[config.mk]
export PLATFORM = sky130hd
export DESIGN_NAME = alu_issue_stage
export DESIGN_NICKNAME = d
export VERILOG_FILES = /design/src/rtl/alu_pkg.sv /design/src/rtl/alu_req_fifo.sv /design/src/rtl/alu_issue_stage.sv
export SDC_FILE = /design/constraint.sdc
export NUM_CORES = 1
export LEC_CHECK = 0
export BUFFER_PORTS_ARGS = -buffer_cell sky130_fd_sc_hd__clkbuf_2
export CAP_MARGIN = 30
export CORE_AREA = 2 2 98 100
export DETAILED_ROUTE_END_ITERATION = 16
export DIE_AREA = 0 0 100 102
export PLACE_DENSITY = 0.42
export SETUP_SLACK_MARGIN = 0.05
export SLEW_MARGIN = 25
export SYNTH_ARGS = -nofsm -noshare
export SYNTH_HDL_FRONTEND = slang
export SYNTH_HIERARCHICAL = 1
export SYNTH_SLANG_ARGS = --single-unit
[constraint.sdc]
create_clock -name clk -period 4.7 [get_ports clk]
set_clock_uncertainty 0.05 [all_clocks]
set_input_delay 0.47 -clock clk [delete_from_list [all_inputs] [get_ports clk]]
set_output_delay 0.47 -clock clk [all_outputs]
set_load 0.02 [all_outputs]
[src/rtl/alu_pkg.sv]
// Shared definitions for the ALU issue stage and its clients.
//   ALU_WIDTH      default operand/result width of the alu core
//   OP_ADD..OP_OR  2-bit opcodes understood by the alu core
//   issue_state_e  issue-stage FSM states
package alu_pkg;

    localparam int ALU_WIDTH = 4;

    localparam logic [1:0] OP_ADD = 2'b00;
    localparam logic [1:0] OP_SUB = 2'b01;
    localparam logic [1:0] OP_AND = 2'b10;
    localparam logic [1:0] OP_OR  = 2'b11;

    typedef enum logic [1:0] {
        IDLE = 2'b00,
        EXEC = 2'b01,
        HOLD = 2'b10
    } issue_state_e;

endpackage

[src/rtl/alu_req_fifo.sv]
// Synchronous request FIFO for the ALU issue stage.
//   clk, rst_n  clock, asynchronous active-low reset (pointers/count only)
//   push        write push_data when not full
//   push_data   entry to write
//   pop         drop the head entry when not empty
//   full/empty  derived from the registered occupancy count
//   head_data   current head entry (valid when !empty)
module alu_req_fifo #(
    parameter int DEPTH = 4,
    parameter int DW    = 10
) (
    input  logic          clk,
    input  logic          rst_n,
    input  logic          push,
    input  logic [DW-1:0] push_data,
    input  logic          pop,
    output logic          full,
    output logic          empty,
    output logic [DW-1:0] head_data
);

    localparam int AW = $clog2(DEPTH);

    logic [DW-1:0] mem [DEPTH];
    logic [AW-1:0] wr_ptr;
    logic [AW-1:0] rd_ptr;
    logic [AW:0]   count;
    logic          do_push;
    logic          do_pop;

    // A full FIFO refuses a push even when a pop frees a slot this cycle.
    assign do_push   = push && !full;
    assign do_pop    = pop && !empty;
    assign full      = (count == (AW+1)'(DEPTH));
    assign empty     = (count == '0);
    assign head_data = mem[rd_ptr];

    always_ff @(posedge clk or negedge rst_n) begin
        if (!rst_n) begin
            wr_ptr <= '0;
            rd_ptr <= '0;
            count  <= '0;
        end else begin
            // Pointers are AW bits wide, so DEPTH being a power of two makes them wrap naturally.
            if (do_push) wr_ptr <= wr_ptr + AW'(1);
            if (do_pop)  rd_ptr <= rd_ptr + AW'(1);
            case ({do_push, do_pop})
                2'b10:   count <= count + (AW+1)'(1);
                2'b01:   count <= count - (AW+1)'(1);
                default: count <= count;
            endcase
        end
    end

    // Storage holds data only; its contents are meaningless until the count says otherwise.
    always_ff @(posedge clk) begin
        if (do_push) mem[wr_ptr] <= push_data;
    end

endmodule

[src/rtl/alu_issue_stage.sv]
// Issue/retire stage around the combinational alu core.
//   in_valid/in_ready, in_a, in_b, in_sel   request handshake into the FIFO
//   alu_a, alu_b, alu_sel                   registered operands to the core
//   alu_y, alu_cout                         core result
//   out_valid/out_ready, out_y, out_cout,
//   out_zero                                result handshake to downstream
module alu_issue_stage
    import alu_pkg::*;
#(
    parameter int DEPTH = 4,
    parameter int WIDTH = ALU_WIDTH
) (
    input  logic             clk,
    input  logic             rst_n,
    input  logic             in_valid,
    output logic             in_ready,
    input  logic [WIDTH-1:0] in_a,
    input  logic [WIDTH-1:0] in_b,
    input  logic [1:0]       in_sel,
    output logic [WIDTH-1:0] alu_a,
    output logic [WIDTH-1:0] alu_b,
    output logic [1:0]       alu_sel,
    input  logic [WIDTH-1:0] alu_y,
    input  logic             alu_cout,
    output logic             out_valid,
    input  logic             out_ready,
    output logic [WIDTH-1:0] out_y,
    output logic             out_cout,
    output logic             out_zero
);

    localparam int DW = 2*WIDTH + 2;

    issue_state_e     state_q;
    issue_state_e     state_d;

    logic             fifo_full;
    logic             fifo_empty;
    logic [DW-1:0]    fifo_head;
    logic             fifo_pop;
    logic             capture;
    logic             slot_free;

    logic [WIDTH-1:0] op_a_p0;
    logic [WIDTH-1:0] op_b_p0;
    logic [1:0]       op_sel_p0;

    logic [WIDTH-1:0] res_y_p1;
    logic             res_cout_p1;
    logic             res_zero_p1;
    logic             vld_p1;

    alu_req_fifo #(
        .DEPTH (DEPTH),
        .DW    (DW)
    ) u_fifo (
        .clk       (clk),
        .rst_n     (rst_n),
        .push      (in_valid),
        .push_data ({in_sel, in_a, in_b}),
        .pop       (fifo_pop),
        .full      (fifo_full),
        .empty     (fifo_empty),
        .head_data (fifo_head)
    );

    assign in_ready  = !fifo_full;
    assign slot_free = !vld_p1 || out_ready;

    always_ff @(posedge clk or negedge rst_n) begin
        if (!rst_n) state_q <= IDLE;
        else        state_q <= state_d;
    end

    always_comb begin
        state_d = state_q;
        case (state_q)
            IDLE: if (!fifo_empty) state_d = EXEC;
            EXEC, HOLD: begin
                if (slot_free) state_d = fifo_empty ? IDLE : EXEC;
                else           state_d = HOLD;
            end
            default: state_d = IDLE;
        endcase
    end

    always_comb begin
        fifo_pop = 1'b0;
        capture  = 1'b0;
        case (state_q)
            IDLE: fifo_pop = !fifo_empty;
            EXEC, HOLD: begin
                capture  = slot_free;
                fifo_pop = slot_free && !fifo_empty;
            end
            default: ;
        endcase
    end

    // ---- stage p0: operand registers driving the core ----
    always_ff @(posedge clk or negedge rst_n) begin
        if (!rst_n) begin
            op_a_p0   <= '0;
            op_b_p0   <= '0;
            op_sel_p0 <= '0;
        end else if (fifo_pop) begin
            {op_sel_p0, op_a_p0, op_b_p0} <= fifo_head;
        end
    end

    assign alu_a   = op_a_p0;
    assign alu_b   = op_b_p0;
    assign alu_sel = op_sel_p0;

    // ---- stage p1: result register offered downstream ----
    always_ff @(posedge clk or negedge rst_n) begin
        if (!rst_n) begin
            res_y_p1    <= '0;
            res_cout_p1 <= 1'b0;
            res_zero_p1 <= 1'b0;
            vld_p1      <= 1'b0;
        end else begin
            if (capture) begin
                res_y_p1    <= alu_y;
                res_cout_p1 <= alu_cout;
                res_zero_p1 <= (alu_y == '0);
                vld_p1      <= 1'b1;
            end else if (out_ready) begin
                vld_p1      <= 1'b0;
            end
        end
    end

    assign out_valid = vld_p1;
    assign out_y     = res_y_p1;
    assign out_cout  = res_cout_p1;
    assign out_zero  = res_zero_p1;

endmodule

# Yosys cells after proc, flatten, opt, wreduce, memory -nomap -nowiden
# Memories as Yosys holds them, arrays and structs flattened. A register that Yosys moved wholly into a read port is not among the register bits.
# Cells that the tools add are included.
dict set report word_totals {
  ramBits 40
  register_bits 16
  output_inout_bits 18
  memories 1
}
dict set report classes {
  mux 11
  n_eq_ne 6
  addsub 4
  n_reduce_logical 14
}
# name words width rd rd_clocked_by_memory_dff wr line_no
set mem_list {}
lappend mem_list {u_fifo.mem 4 10 1 1 1 alu_req_fifo.sv:24} ;# logic [DW-1:0] mem [DEPTH];
# cell n
set op_table {}
lappend op_table {{$mux 1} 6}
lappend op_table {{$pmux 3 s2} 1}
lappend op_table {{$add 2x1->2 const B} 2}
lappend op_table {{$eq 2x1->1 const B} 2}
lappend op_table {{$eq 2x2->1 const B} 2}
lappend op_table {{$logic_not 1->1} 4}
lappend op_table {{$logic_not 4->1} 1}
lappend op_table {{$mux 2} 2}
lappend op_table {{$pmux 2 s2} 1}
lappend op_table {{$reduce_bool 2->1} 2}
lappend op_table {{$add 3x1->3 const B} 1}
lappend op_table {{$eq 3x3->1 const B} 1}
lappend op_table {{$logic_and 1x1->1} 3}
lappend op_table {{$logic_not 3->1} 1}
lappend op_table {{$sub 3x1->3 const B} 1}
lappend op_table {{$logic_not 2->1} 1}
lappend op_table {{$ne 2x2->1 const B} 1}
lappend op_table {{$pmux 1 s2} 1}
lappend op_table {{$reduce_or 2->1} 1}
lappend op_table {{$logic_or 1x1->1} 1}

# Depth between registers and ports, before layout
dict set report logic_depth {
  word_depth 7
  depth_mapped 12
  mapped_depth_nobuf 11
}

# Modules after synthesis
# Netlist, hierarchy kept.
# mod cells_per_inst instances area_per_inst_um2 seq_area_each_um2
set modules_own_cells {}
lappend modules_own_cells {alu_req_fifo 89 1 1885.6 1376.3}
lappend modules_own_cells {alu_issue_stage 51 1 787.0 475.5}

# Worst setup path after synthesis
# Ideal clock, no wire load.
dict set report synth_timing {
  kind {register -> register}
  startpoint {register state_q[0]}
  endpoint {register u_fifo.count[2]}
  required_ps 4571
  synth_period_minus_slack_ps 2587
  slack_ps 2113
  t_arrival_ps 2458
  stages_incl_launch_ff 13
  setup_time_ps 79
  path_cell_list {dfrtp_1 > inv_1 > ha_1 > nor2_1 > a2111oi_4 > buf_6 > o31a_2 > ha_1 > inv_1 > fa_1 > xor2_1 > nor2_1 > xor2_1}
}
dict set report synth_via {
  elab_chain_cells 6
}
# element line_no
set synth_rtl {}
lappend synth_rtl {{start, declared} alu_issue_stage.sv:34} ;# issue_state_e state_q;
lappend synth_rtl {{start signal, assigned} alu_issue_stage.sv:72} ;# else state_q <= state_d;
lappend synth_rtl {{$eq 2x1->1 / $eq 2x2->1 (equally long branches)} alu_issue_stage.sv:90} ;# case (state_q)
lappend synth_rtl {{$reduce_or 2->1} alu_issue_stage.sv:90}
lappend synth_rtl {{$pmux 1 s2 (*)} alu_issue_stage.sv:90}
lappend synth_rtl {{net fifo_pop} alu_issue_stage.sv:40} ;# logic fifo_pop;
lappend synth_rtl {{$logic_and 1x1->1 (*)} alu_req_fifo.sv:33} ;# assign do_pop = pop && !empty;
lappend synth_rtl {{net u_fifo.do_pop} alu_req_fifo.sv:29} ;# logic do_pop;
lappend synth_rtl {{$eq 2x1->1 / $eq 2x2->1 (equally long branches)} alu_req_fifo.sv:47} ;# case ({do_push, do_pop})
lappend synth_rtl {{$pmux 3 s2 / $reduce_bool 2->1 (equally long branches)} --}
lappend synth_rtl {{end signal, assigned} alu_req_fifo.sv:48} ;# 2'b10: count <= count + (AW+1)'(1);
lappend synth_rtl {{end signal, assigned} alu_req_fifo.sv:49} ;# 2'b01: count <= count - (AW+1)'(1);
lappend synth_rtl {{end signal, assigned} alu_req_fifo.sv:50} ;# default: count <= count;
lappend synth_rtl {{end, declared} alu_req_fifo.sv:27} ;# logic [AW:0] count;
# Mark *: on every way through the listed nets, which the timed path passes. The rest lies on a longest branch.
# A chain may end at the register's enable or synchronous reset.

# Worst setup path in the final report
dict set report layout_timing {
  startpoint {register state_q[1]}
  endpoint {register u_fifo.count[2]}
}
dict set report layout_via {
  elab_chain_cells 6
}
# element line_no
set layout_rtl {}
lappend layout_rtl {{$eq 2x1->1 / $eq 2x2->1 (equally long branches)} alu_issue_stage.sv:90}
lappend layout_rtl {{$reduce_or 2->1} alu_issue_stage.sv:90}
lappend layout_rtl {{$pmux 1 s2 (*)} alu_issue_stage.sv:90}
lappend layout_rtl {{$logic_and 1x1->1 (*)} alu_req_fifo.sv:33}
lappend layout_rtl {{net u_fifo.do_pop} alu_req_fifo.sv:29}
lappend layout_rtl {{$eq 2x1->1 / $eq 2x2->1 (equally long branches)} alu_req_fifo.sv:47}
lappend layout_rtl {{$pmux 3 s2 / $reduce_bool 2->1 (equally long branches)} --}
# Marks and branches as above.

==> impl_metrics.csv <==
group,metric,value,unit
outcome,status,"completed",
worst_setup_path,path_class,"flip-flop to flip-flop",
worst_setup_path,critPathMaxFanout,4,
floorplan,initial_core_util,29.3,%
floorplan,die_height,102,um
yosys,synth_edf_count,40,
yosys,syn_area,0.00267,mm2
sta,slew_violations,0,
global_route,grt_overflow,0,
yosys,ys_top_cells_by_count,"40 x edfxtp_1, 26 x dfrtp_1, 16 x mux2_2",
floorplan,core_area,0.00911,mm2
pwr,max-vdd-ir-drop,0.000220,V
clock_network,path_clk_slew,0.07,ns
yosys,synth_top_area_cell,"edfxtp_1",
floorplan,die_area,0.0102,mm2
yosys,synth_cell_types,27,
worst_setup_path,required,4.90,ns
worst_setup_path,endpoint_kind,"flip-flop",
yosys,synth_warnings,6,
sta,max_freq,387,MHz
final_layout,multi_input_area,759,um2
sta,slew_headroom,49.7,%
global_route,grt_pass1_vias,1477,
worst_setup_path,start_kind,"flip-flop",
place,pre_cts_ws,2.12,ns
route,antenna_left,0,
clock_network,h-tree-depth,3,
route,drt-pass1-iter-count,4,
sta,rsz0062_at_grt,"no",
route,wirelength,5.02,mm
place,dp_hpwl,3.33,mm
route,vias,1351,
sta,timing.final.crit_share,55.0,%
global_route,track_usage,10.9,%
clock_network,cts_root_buf,"clkbuf_8",
final_layout,fin_util,34.6,%
clock_network,cts_tree,"done",
floorplan,rows,35,
yosys,synth_flop_cell,"edfxtp_1",
hold_path,hold_class,"primary input to asynchronous set/reset pin",
route,drc,0,
clock_network,worstSkewPairLatency,0.33,ns
clock_network,cts_buffers,9,
pwr,p_leak,1.24,nW
global_route,grt_pass1_wl,7.84,mm
yosys,synth_area_per_cell,19.1,um2
pwr,p_per_area,719,mW/mm2
flow_run,cap_viol_max_count,0,
clock_network,ctsResizeCount,0,
clock_network,post_cts_buffers,0,
final_layout,nFillCells,883,
yosys,yosys.area.top_type_share,44.9,%
clock_network,clock_sinks,66,
floorplan,io_pins,37,
sta,hold_viol_final,0,
sta,finalCriticalPeriod,2.58,ns
final_layout,ff_latch_area,0.00185,mm2
place,port-buffer-count,36,
final_layout,drive_above_1_share,44.7,%
clock_network,ctsHoldBuffers,0,
yosys,synth_cells,140,
route,wl_per_cell,16.7,um
final_layout,fin_nets,212,
yosys,synth_seq_area_share,69.3,%
sta,finalSetupViolations,0,
worst_setup_path,crit_arrival,2.79,ns
floorplan,die_w,100,um
sta,tightest_slew,0.754,ns
sta,setup_slack,2.12,ns
yosys,synth_seq_cells,66,
route,drt_iter0_markers,88,
place,place_congestion,0.799,
sta,fin_setup_tns,0,ns
yosys,synth_nets,167,
global_route,grt_max_degree,27,
yosys,synth_area_leaders,"edfxtp_1 45%, dfrtp_1 24%, mux4_2 8.4%, mux2_2 6.7%, ha_1 3.3%",
yosys,yosysMostFrequentCell,"edfxtp_1",
global_route,antenna_found_initial,0,
yosys,postSynth.asyncResetShare,39.4,%
pwr,power,2.26,mW
final_layout,n_antenna_cell,0,
final_layout,area_growth_syn_to_layout,17.8,%
clock_network,clk_path_buf_depth,2,
route,viasPerCell,4.49,
[routing by layer]
metal  vias to the layer above  global-route usage [%]  part of all wire [%]
met2                        49                    18.8                    52
met5                         -                       0                     0
met3                         6                    4.24                   6.6
met1                       682                    11.8                    40
met4                         0                    5.06                   1.2
li1                        614                       -                     -
[power by group]
group          switching (mW)  internal, mW  leakage [nW]  total, mW
combinational           0.430         0.436         0.477      0.866
clock                   0.195         0.241        0.0894      0.437
sequential              0.146         0.817         0.673      0.962
[flip-flops by register name, indices dropped and copies added, names as in the netlist]
signal         count
u_fifo/mem        40
state_q            2
out_y              4
out_valid          1
alu_b              4
u_fifo/wr_ptr      2
alu_sel            2
out_zero           1
alu_a              4
out_cout           1
u_fifo/rd_ptr      2
u_fifo/count       3
[area by class of cell]
| class | count | share of cell area (%) |
|---|---|---|
| multi-input cells | 62 | 24.1 |
| clock inverters | 4 | 1.35 |
| well taps | 111 | 4.41 |
| clock buffers | 12 | 4.29 |
| repair buffers | 37 | 5.96 |
| flip-flops and latches | 66 | 58.8 |
| inverters | 9 | 1.07 |
[worst paths after layout]
| check | start | endpoint | slack (ns) | cells after the start |
|---|---|---|---|---|
| max in group asynchronous | rst_n | u_fifo/wr_ptr[0] | 4.01 | 1 |
| min in group clk | in_b[1] | u_fifo/mem[0][1] | 0.31 | 1 |
| max | state_q[1] | u_fifo/count[2] | 2.12 | 11 |
| min reg2reg | out_zero | out_zero | 0.46 | 1 |
| max reg2reg | state_q[1] | u_fifo/count[2] | 2.12 | 11 |
| min | rst_n | out_cout | 0.13 | 1 |
[per-stage QoR]
step	area (um2)	std cells	hold WS, ns
final	3150	301	0.126
after global routing	3150	301	0.170
after CTS	3150	301	0.150
after detailed placement	2970	285	0.445
after global placement	2970	285	0.438
after floorplan	2670	140	0.124
[worst max-delay path, cell delays in order, from the launching register on]
cell and delay (ns):
dfrtp_1 0.38, inv_1 0.06, ha_1 0.33, nor2_1 0.08
a2111oi_4 0.34, o31a_2 0.23, ha_1 0.18, inv_1 0.06
fa_1 0.37, xor2_1 0.15, nor2_1 0.12, xor2_1 0.15
[cells in the final DEF, fill, tap and decap left out]
master	instances
dfrtp_1	26
mux2i_1	1
a32o_1	1
fa_1	1
clkinv_2	1
a21oi_1	1
ha_1	7
nand2_1	2
xnor2_1	3
nor2b_4	1
nor2_1	2
mux2_4	1
nor3b_4	1
nand2b_1	2
xor2_1	3
nor4_1	1
bufinv_16	1
a2111oi_4	1
buf_4	1
mux4_2	10
and2_2	4
nor2_2	1
clkinv_1	2
edfxtp_1	40
nor3_1	1
clkbuf_8	9
o31a_2	1
inv_1	9
clkbuf_1	3
mux2_2	16
clkbuf_2	36
a31o_2	1
[cell families after synthesis]
kind of cell / count (synthesis) / share of synthesized area, %
AOI/OAI and AO/OA: 5 / 2.29
xor gates and xnor gates: 6 / 1.97
adders and majority gates: 8 / 4.03
buffers and inverters: 12 / 2.29
DFF: 66 / 69.3
muxes: 28 / 16.1
and+or+nand+nor: 15 / 4.03
Power figures use the tool's default switching activity.
